$ cat src/rtl/call_scheduler_if.sv
// call_scheduler_if: raw call buttons, floor/door status and target outputs of the call scheduler
interface call_scheduler_if;
  logic       A_e, B_e, C_e;
  logic       A_i, B_i, C_i;
  logic [1:0] EA;
  logic       door;
  logic       B0, B1;
  logic       call_valid;
  logic       dir_up;
  logic [2:0] pend_ext;
  logic [2:0] pend_int;
  modport slave (
    input  A_e, B_e, C_e, A_i, B_i, C_i, EA, door,
    output B0, B1, call_valid, dir_up, pend_ext, pend_int
  );
  modport master (
    output A_e, B_e, C_e, A_i, B_i, C_i, EA, door,
    input  B0, B1, call_valid, dir_up, pend_ext, pend_int
  );
endinterface

$ cat src/rtl/call_scheduler.sv
// call_scheduler: debounced call latching and sweep-policy target selection (INTERNAL_PRIORITY_EN serves internal calls first)
module call_scheduler #(
  parameter int SYNC_STAGES = 2,
  parameter int DEB_CYCLES  = 4
) (
  input logic             clk,
  input logic             reset,
  call_scheduler_if.slave bus
);
  localparam logic [3:0] DEB = 4'(DEB_CYCLES);
  logic [5:0] raw, synced, press;
  logic [5:0] sync_q [SYNC_STAGES];
  logic [3:0] cnt_q [6];
  logic [2:0] pend_ext_q, pend_int_q, clr, pending, sel, cur, up_s, dn_s;
  logic [1:0] tgt_q, tgt_d, up_t, dn_t;
  logic       dir_q, dir_d, valid_q, d;
  assign raw    = {bus.C_i, bus.B_i, bus.A_i, bus.C_e, bus.B_e, bus.A_e};
  assign synced = sync_q[SYNC_STAGES-1];
  // synchroniser chain for all six buttons
  always_ff @(posedge clk or negedge reset)
    if (!reset) for (int i = 0; i < SYNC_STAGES; i++) sync_q[i] <= '0;
    else begin
      sync_q[0] <= raw;
      for (int i = 1; i < SYNC_STAGES; i++) sync_q[i] <= sync_q[i-1];
    end
  // saturating debounce counters; saturation keeps a held button from firing again
  always_ff @(posedge clk or negedge reset)
    if (!reset) for (int i = 0; i < 6; i++) cnt_q[i] <= '0;
    else for (int i = 0; i < 6; i++) cnt_q[i] <= !synced[i] ? 4'd0 : cnt_q[i] == DEB ? DEB : cnt_q[i] + 4'd1;
  // a press is the single cycle in which the counter reaches DEB; service clear on an open door at a valid floor
  always_comb begin
    press = '0;
    for (int i = 0; i < 6; i++) press[i] = synced[i] && cnt_q[i] == DEB - 4'd1;
    clr = (!bus.door && bus.EA != 2'd3) ? 3'(3'b001 << bus.EA) : 3'b000;
  end
  // pending call latches; clear dominates a same-cycle press
  always_ff @(posedge clk or negedge reset)
    if (!reset) begin
      pend_ext_q <= '0;
      pend_int_q <= '0;
    end else begin
      pend_ext_q <= (pend_ext_q | press[2:0]) & ~clr;
      pend_int_q <= (pend_int_q | press[5:3]) & ~clr;
    end
  // sweep selection: keep going in the effective direction, reverse only when nothing lies ahead
  always_comb begin
    pending = pend_ext_q | pend_int_q;
`ifdef INTERNAL_PRIORITY_EN
    sel = |pend_int_q ? pend_int_q : pending;
`else
    sel = pending;
`endif
    cur   = 3'(3'b001 << bus.EA);
    up_s  = sel & (bus.EA == 2'd0 ? 3'b110 : bus.EA == 2'd1 ? 3'b100 : 3'b000);
    dn_s  = sel & (bus.EA == 2'd2 ? 3'b011 : bus.EA == 2'd1 ? 3'b001 : 3'b000);
    up_t  = up_s[1] ? 2'd1 : 2'd2;
    dn_t  = dn_s[1] ? 2'd1 : 2'd0;
    d     = bus.EA == 2'd0 ? 1'b1 : bus.EA == 2'd2 ? 1'b0 : dir_q;
    dir_d = bus.EA == 2'd3 ? dir_q : d;
    tgt_d = tgt_q;
    if (bus.EA != 2'd3 && |sel) begin
      if (sel == cur) tgt_d = bus.EA;
      else if (d ? |up_s : |dn_s) tgt_d = d ? up_t : dn_t;
      else begin
        dir_d = !d;
        tgt_d = d ? dn_t : up_t;
      end
    end
  end
  // registered target, direction and call_valid
  always_ff @(posedge clk or negedge reset)
    if (!reset) begin
      tgt_q   <= 2'd0;
      dir_q   <= 1'b1;
      valid_q <= 1'b0;
    end else begin
      tgt_q   <= tgt_d;
      dir_q   <= dir_d;
      valid_q <= |pending;
    end
  assign bus.B1         = tgt_q[1];
  assign bus.B0         = tgt_q[0];
  assign bus.call_valid = valid_q;
  assign bus.dir_up     = dir_q;
  assign bus.pend_ext   = pend_ext_q;
  assign bus.pend_int   = pend_int_q;
endmodule

$ cat src/flat_wrapper.sv
// flat-port wrapper written by rule: the top's interface ports become plain ports
module call_scheduler_flat 
#(
  parameter int SYNC_STAGES = 2,
  parameter int DEB_CYCLES  = 4
)
  (clk, reset, bus_A_e, bus_B_e, bus_C_e, bus_A_i, bus_B_i, bus_C_i, bus_EA, bus_door, bus_B0, bus_B1, bus_call_valid, bus_dir_up, bus_pend_ext, bus_pend_int);
  call_scheduler_if bus_i ();
  input logic clk;
  input logic reset;
  input wire logic [$bits(bus_i.A_e)-1:0] bus_A_e;
  input wire logic [$bits(bus_i.B_e)-1:0] bus_B_e;
  input wire logic [$bits(bus_i.C_e)-1:0] bus_C_e;
  input wire logic [$bits(bus_i.A_i)-1:0] bus_A_i;
  input wire logic [$bits(bus_i.B_i)-1:0] bus_B_i;
  input wire logic [$bits(bus_i.C_i)-1:0] bus_C_i;
  input wire logic [$bits(bus_i.EA)-1:0] bus_EA;
  input wire logic [$bits(bus_i.door)-1:0] bus_door;
  output wire logic [$bits(bus_i.B0)-1:0] bus_B0;
  output wire logic [$bits(bus_i.B1)-1:0] bus_B1;
  output wire logic [$bits(bus_i.call_valid)-1:0] bus_call_valid;
  output wire logic [$bits(bus_i.dir_up)-1:0] bus_dir_up;
  output wire logic [$bits(bus_i.pend_ext)-1:0] bus_pend_ext;
  output wire logic [$bits(bus_i.pend_int)-1:0] bus_pend_int;
  assign bus_i.A_e = bus_A_e;
  assign bus_i.B_e = bus_B_e;
  assign bus_i.C_e = bus_C_e;
  assign bus_i.A_i = bus_A_i;
  assign bus_i.B_i = bus_B_i;
  assign bus_i.C_i = bus_C_i;
  assign bus_i.EA = bus_EA;
  assign bus_i.door = bus_door;
  assign bus_B0 = bus_i.B0;
  assign bus_B1 = bus_i.B1;
  assign bus_call_valid = bus_i.call_valid;
  assign bus_dir_up = bus_i.dir_up;
  assign bus_pend_ext = bus_i.pend_ext;
  assign bus_pend_int = bus_i.pend_int;
  call_scheduler #(.SYNC_STAGES(SYNC_STAGES), .DEB_CYCLES(DEB_CYCLES)) u_core (.clk(clk), .reset(reset), .bus(bus_i));
endmodule
$ cat config.mk
export PLATFORM = sky130hd
export DESIGN_NAME = call_scheduler_flat
export DESIGN_NICKNAME = d
export VERILOG_FILES = /design/src/rtl/call_scheduler_if.sv /design/src/rtl/call_scheduler.sv /design/src/flat_wrapper.sv
export SDC_FILE = /design/constraint.sdc
export NUM_CORES = 1
export LEC_CHECK = 0
export ABC_AREA = 0
export BUFFER_PORTS_ARGS = -buffer_cell sky130_fd_sc_hd__buf_2
export CORE_MARGIN = 2
export CORE_UTILIZATION = 55
export DETAILED_ROUTE_END_ITERATION = 8
export HOLD_SLACK_MARGIN = 0.03
export PLACE_DENSITY_LB_ADDON = 0.05
export SYNTH_ARGS = -nofsm -noshare
export SYNTH_HDL_FRONTEND = slang
export SYNTH_SLANG_ARGS = --single-unit
$ cat constraint.sdc
create_clock -name clk -period 2 [get_ports clk]
set_input_delay 0.3 -clock clk [delete_from_list [all_inputs] [get_ports clk]]
set_output_delay 0.3 -clock clk [all_outputs]
set_load 0.02 [all_outputs]
==> flow_summary.yaml, run 1 <==
worst_setup_path:
  end_kind: "flop"
  r2r_cells: 5
  r2r_slack_ns: 0.36
  reg2reg_from: "u_core.bus.pend_int[2]$_DFF_PN0_"
  cp_slowest_cell: "or4_1"
  setup.worst_path.start_class: "flop"
  cp_top_family: "simple AND/OR/NAND/NOR gates"
  path_cells: "nor2_2, xnor2_2, nor3_2, or4_1, a31oi_1"
  crit_cells: 5
  arrival_ns: 1.86
  crit_required_ns: 2.22
  criticalPathCategory: "reg -> reg"
  reg2reg_to: "u_core.tgt_q[0]$_DFFE_PN0P_"
  cp_slowest_stage_delay_ns: 0.50
  crit_fanout: 4
  crit_buf_inv: 0
power_and_ir_drop:
  clockPowerShare_pct: 24.3
  ir_drop_uv: 525
  p_switching_w: 0.000727
  p_int_w: 0.00157
  combPwrFrac_pct: 25.6
  p_sw_share_pct: 31.6
  p_per_area_mw_per_mm2: 965
  power.leakage_nw: 1.15
  p_seq_share_pct: 50.1
logic_synthesis:
  ys_async_sr_fraction_pct: 100
  syn_inst: 196
  synth_top_area_cell: "dfrtp_1"
  syn_area_mm2: 0.00209
  avgSynthCellArea_um2: 10.7
  synthFlopType: "dfrtp_1"
  synth_cell_type_count: 29
  synth_edf_count: 0
  syn_nets: 223
  synth_area_leaders: "dfrtp_1 (54%), ha_1 (9.6%), inv_1 (5.0%)"
  synth-seq-cells: 46
  ys.warnings.count: 0
  synth_top_area_share_pct: 53.8
  ys_seq_area_share_pct: 55.1
clocking:
  numCtsBuffers: 5
  cts-htree-levels: 2
  cts_tree: "yes"
  post_cts_buffers: 0
  clkSinkCount: 46
  clk_latency_ns: 0.29
  cts-root-buf: "clkbuf_8"
  clk_pin_slew_worst_paths_ns: 0.08
  cts_buffer_depth: 2
floorplan:
  die-area_mm2: 0.00431
  std_cell_rows: 22
  core_mm2: 0.00366
  die_w_um: 65.7
  start_util_pct: 57.1
  die_h_um: 65.7
  pin_count: 21
place:
  hpwl_um: 2910
  routabilityCongestion: 0.764
  io_buffers: 20
  post-place-ws_ns: 0.149
worst_hold_path:
  worstHoldEndpoint: "u_core.sync_q[10]$_DFF_PN0_"
  hold_path_startpoint: "bus_B_i"
  hold_path.class: "in -> reg"
  whs_path_depth: 1
cells_and_area:
  multi_input_area_um2: 823
  fillers: 303
  syn_to_final_growth_pct: 13.8
  layout-drive-gt1-share_pct: 17.9
  finish.utilization_pct: 65.0
  seq_area_mm2: 0.00115
  fin_nets: 255
  diodes: 0
timing:
  slew_headroom_pct: 68.2
  layout_setup_ws_ns: 0.358
  tns_ns: 0
  timing.final.crit_share_pct: 82.1
  slew_viol_final: 0
  skew_ns: 0.00910
  rsz0062_at_grt: "no"
  hold_viol: 0
  worstMarginPinSlew_ns: 0.475
  setup_viol: 0
  max_freq_mhz: 609
  fin_crit_ns: 1.64
route:
  vias_per_cell: 5.40
  antenna_left: 0
  wl_per_cell_um: 13.4
  vias: 1495
  dr.pass1.iters: 4
  drtIter0Drc: 87
  drc: 0
  routed_wl_um: 3700
grt:
  globalRouteMet1Util_pct: 25.6
  grt_pass1_wl_um: 6540
  grt_max_degree: 21
  top_usage_layer: "met2"
  antenna_found_initial: 0
  use_met3_pct: 3.08
  grt_pass1_vias: 1499
  grt_use_met2_pct: 34.0
  grt_overflow: 0
  track_usage_pct: 19.7
job:
  cap_violations: 0
run_status:
  outcome: "finished clean"
## cell type report
cell class / count / area share (%)
Inverter: 28 / 4.42
Multi-Input combinational cell: 121 / 34.6
Clock inverter: 1 / 0.210
Clock buffer: 7 / 3.63
Sequential cell: 46 / 48.4
Timing Repair Buffer: 26 / 6.20
Tap cell: 48 / 2.52
## what timing repair did
item / in CTS / in global routing
resized for setup: 0 / 0
endpoints found under the hold margin: 18 / 0
hold buffers: 1 / 0
## logic make-up (layout without fill, tap and decap cells)
group | after synthesis | after routing | synth area share [%]
xor+xnor | 3 | 3 | 2.33
simple gates | 53 | 53 | 12.7
fa+ha+maj | 16 | 16 | 9.57
buf+inv | 29 | 62 | 5.56
mux | 1 | 1 | 0.478
compound gates | 48 | 48 | 14.3
flops | 46 | 46 | 55.1
## worst max-delay path by stage
stage                                      from                     endpoint  slack, ns
3_5_place_dp                          bus_EA[0]  u_core.tgt_q[0]$_DFFE_PN0P_       0.15
3_3_place_gp                          bus_EA[0]  u_core.tgt_q[0]$_DFFE_PN0P_       0.18
2_1_floorplan  u_core.bus.pend_ext[1]$_DFF_PN0_  u_core.tgt_q[0]$_DFFE_PN0P_       0.36
5_1_grt        u_core.bus.pend_int[2]$_DFF_PN0_  u_core.tgt_q[0]$_DFFE_PN0P_       0.26
4_1_cts        u_core.bus.pend_int[2]$_DFF_PN0_  u_core.tgt_q[0]$_DFFE_PN0P_       0.36
6_report       u_core.bus.pend_int[2]$_DFF_PN0_  u_core.tgt_q[0]$_DFFE_PN0P_       0.36
## per-layer routing
layer	vias up	part of all wire (%)
met5	-	0
met1	718	46
met2	29	50
met4	0	0.92
met3	5	3.2
li1	743	-
## stage by stage
step                power, W  cell area [µm²]  std cells  hold slack, ns
CTS                  0.00232             2380        277           0.103
global route         0.00244             2380        277          0.0964
floorplan            0.00155             2090        196         0.00441
global placement     0.00175             2280        268           0.240
finish               0.00230             2380        277           0.109
detailed placement   0.00176             2280        268           0.259
## state kept, by name, summed over array words and instances, names as in the netlist
signal and count:
u_core.bus.call_valid 1, u_core.bus.dir_up 1, u_core.bus.pend_ext 3, u_core.bus.pend_int 3, u_core.cnt_q 24, u_core.sync_q 6
u_core.synced 6, u_core.tgt_q 2
## power by group through the flow
stage	Combinational (W)	Sequential (W)	Clock, W
3_5_place_dp	0.000590	0.00117	0
5_1_grt	0.000653	0.00117	0.000615
3_3_place_gp	0.000585	0.00116	0
2_1_floorplan	0.000317	0.00124	0
4_1_cts	0.000593	0.00115	0.000579
6_report	0.000589	0.00115	0.000558
## worst reg2reg max path, stage by stage (launching register included)
cell and delay [ns]:
dfrtp_1 0.42, nor2_2 0.26, xnor2_2 0.16, nor3_2 0.09
or4_1 0.50, a31oi_1 0.16
## cell usage after synthesis (2+ instances only)
master    count
o21ai_1       2
and2_1        6
inv_1        28
dfrtp_1      45
nand3_1       8
a41oi_1       2
nor2_2        3
nor3_1        6
a311oi_1      6
o211ai_1      2
xnor2_2       3
a31oi_1      12
ha_1         16
nor2_1       14
nand2_1      10
a21oi_1      13
o21ai_0       8
## layout by cell type (no fill, tap or decap), types with 5 or more instances in the layout
cell / Yosys / routed
clkbuf_8: 0 / 6
nand2_1: 10 / 10
and2_1: 6 / 6
o21ai_0: 8 / 8
nand3_1: 8 / 8
nor2_1: 14 / 14
ha_1: 16 / 16
dfrtp_1: 45 / 45
buf_2: 0 / 20
a31oi_1: 12 / 12
a311oi_1: 6 / 6
buf_4: 0 / 5
nor3_1: 6 / 6
a21oi_1: 13 / 13
inv_1: 28 / 28
Power figures use the tool's default switching activity.
==> run 2, diff against run 1 <==
==> constraint.sdc (replaced) <==
create_clock -name clk -period 1.71 [get_ports clk]
set_input_delay 0.2565 -clock clk [delete_from_list [all_inputs] [get_ports clk]]
set_output_delay 0.2565 -clock clk [all_outputs]
set_load 0.02 [all_outputs]
==> run 2 against run 1 <==
  * Die area is the same
  * First-iteration DRC count shrank 2.3%
  * Flip-flop and latch count is the same
  * Critical path depth is the same
  * Register-to-register slack lost 0.27 ns
  * Cell count grew 2.9%
  * Clock skew shrank 0.0019 ns
  * Worst setup slack lost 0.27 ns
  * Global-route usage grew 1.7 points
  * Sequential share of layout area shrank 1.5 points
  * Sequential power grew 17%
  * Critical endpoint unchanged
==> flow_summary.yaml, run 2 (synthesis gave the netlist of run 1 again) <==
place:
  hpwl_um: 3020
  placed_area_mm2: 0.00235
  routabilityCongestion: 0.949
  post-place-ws_ns: -0.0462
  io_buffers: 20
  placed_cells: 276
grt:
  grt_max_degree: 28
  grt_pass1_vias: 1579
  grt_pass1_wl_um: 6880
  track_usage_pct: 21.4
  antenna_found_initial: 0
  grt_overflow: 0
floorplan:
  start_util_pct: 57.1
  core_mm2: 0.00366
  die_w_um: 65.7
  pin_count: 21
  std_cell_rows: 22
  die_h_um: 65.7
  die-area_mm2: 0.00431
timing:
  layout_setup_ws_ns: 0.0891
  slew_headroom_pct: 66.9
  max_freq_mhz: 617
  hold_slack_ns: 0.0549
  rsz0062_at_grt: "no"
  hold_viol: 0
  worstMarginPinSlew_ns: 0.496
  fin_crit_ns: 1.62
  timing.final.crit_share_pct: 94.8
  tns_ns: 0
  slew_viol_final: 0
  skew_ns: 0.00724
  setup_viol: 0
power_and_ir_drop:
  ir_drop_uv: 711
  p_per_area_mw_per_mm2: 1130
  power.leakage_nw: 1.19
worst_setup_path:
  reg2reg_from: "u_core.bus.pend_ext[1]$_DFF_PN0_"
  setup.worst_path.start_class: "flop"
  end_kind: "flop"
  crit_required_ns: 1.94
  criticalPathCategory: "reg -> reg"
  arrival_ns: 1.85
  crit_fanout: 5
  r2r_cells: 5
  r2r_slack_ns: 0.09
  reg2reg_to: "u_core.tgt_q[0]$_DFFE_PN0P_"
clocking:
  clk_latency_ns: 0.30
  numCtsBuffers: 5
  post_cts_buffers: 0
  cts-root-buf: "clkbuf_8"
  cts-htree-levels: 2
  clk_pin_slew_worst_paths_ns: 0.09
  cts_tree: "yes"
  cts_buffer_depth: 2
  clkSinkCount: 46
cells_and_area:
  layout_common_cells: "dfrtp_1 (45), inv_1 (28), buf_2 (20)"
  syn_to_final_growth_pct: 17.5
  layout-drive-gt1-share_pct: 20.7
  diodes: 0
  design_area_mm2: 0.00246
  fillers: 302
  seq_area_mm2: 0.00115
  multi_input_area_um2: 828
  fin_nets: 263
  largest_register_ffs: 24
  largest_register: "u_core.cnt_q"
  final_cells: 285
  final_common_cell: "dfrtp_1"
route:
  routed_wl_um: 3990
  drc: 0
  wl_per_cell_um: 14.0
  vias: 1559
  drtIter0Drc: 85
  vias_per_cell: 5.47
  antenna_left: 0
  dr.pass1.iters: 4
run_status:
  outcome: "finished clean"
worst_hold_path:
  hold_path_startpoint: "bus_B_i"
  worstHoldEndpoint: "u_core.sync_q[10]$_DFF_PN0_"
  whs_path_depth: 1
  hold_path.class: "in -> reg"
job:
  cap_violations: 0
==> run 2: worst max path at each step <==
stage | from | to | slack (ns) | cells past startpoint
3_3_place_gp | bus_EA[0] | u_core.tgt_q[0]$_DFFE_PN0P_ | 0.02 | 8
5_1_grt | u_core.bus.pend_ext[1]$_DFF_PN0_ | u_core.tgt_q[0]$_DFFE_PN0P_ | 0.01 | 5
2_1_floorplan | u_core.bus.pend_ext[1]$_DFF_PN0_ | u_core.tgt_q[0]$_DFFE_PN0P_ | 0.07 | 5
6_report | u_core.bus.pend_ext[1]$_DFF_PN0_ | u_core.tgt_q[0]$_DFFE_PN0P_ | 0.09 | 5
3_5_place_dp | bus_EA[0] | u_core.tgt_q[0]$_DFFE_PN0P_ | -0.05 | 8
4_1_cts | u_core.bus.pend_ext[0]$_DFF_PN0_ | u_core.tgt_q[0]$_DFFE_PN0P_ | 0.08 | 5
==> run 2: worst max-delay path, stage by stage (launching register included) <==
cell and delay, ns:
dfrtp_1 0.44, nor2_2 0.20, xnor2_2 0.14, nor3_2 0.06
or4_1 0.52, a31oi_1 0.18
==> run 2: layout make-up <==
cell class | instances | share of cell area, %
multi-input combinational | 121 | 33.7
timing repair buffer | 34 | 8.96
clock inverter | 1 | 0.204
inverter | 28 | 4.28
tap | 48 | 2.44
clock buffer | 7 | 3.51
sequential | 46 | 46.9
==> run 2: power breakdown <==
group | leakage [nW] | total [W] | internal [W] | switching [W]
clock network | 0.0482 | 0.000681 | 0.000326 | 0.000354
logic | 0.562 | 0.000755 | 0.000334 | 0.000421
registers | 0.581 | 0.00135 | 0.00123 | 0.000123
==> run 2: routing by layer <==
layer	global-route usage [%]	routed length, µm	vias up
li1	-	-	755
met1	26.2	1740	758
met2	35.4	2010	40
met3	6.51	174	6
met4	8.33	63	0
met5	0	0	-
==> run 2: metrics by stage <==
stage                     total power, W  util (%)
after floorplan                  0.00182         -
after global placement           0.00209      64.2
after detailed placement         0.00212      64.2
after CTS                        0.00281      67.0
after global routing             0.00296      67.1
final                            0.00279      67.1
==> run 2: timing repair <==
action | in CTS | in global routing
endpoints found under the hold margin | 19 | 0
resized for setup | 0 | 1
setup endpoints to repair | 0 | 1
hold buffers | 1 | 0
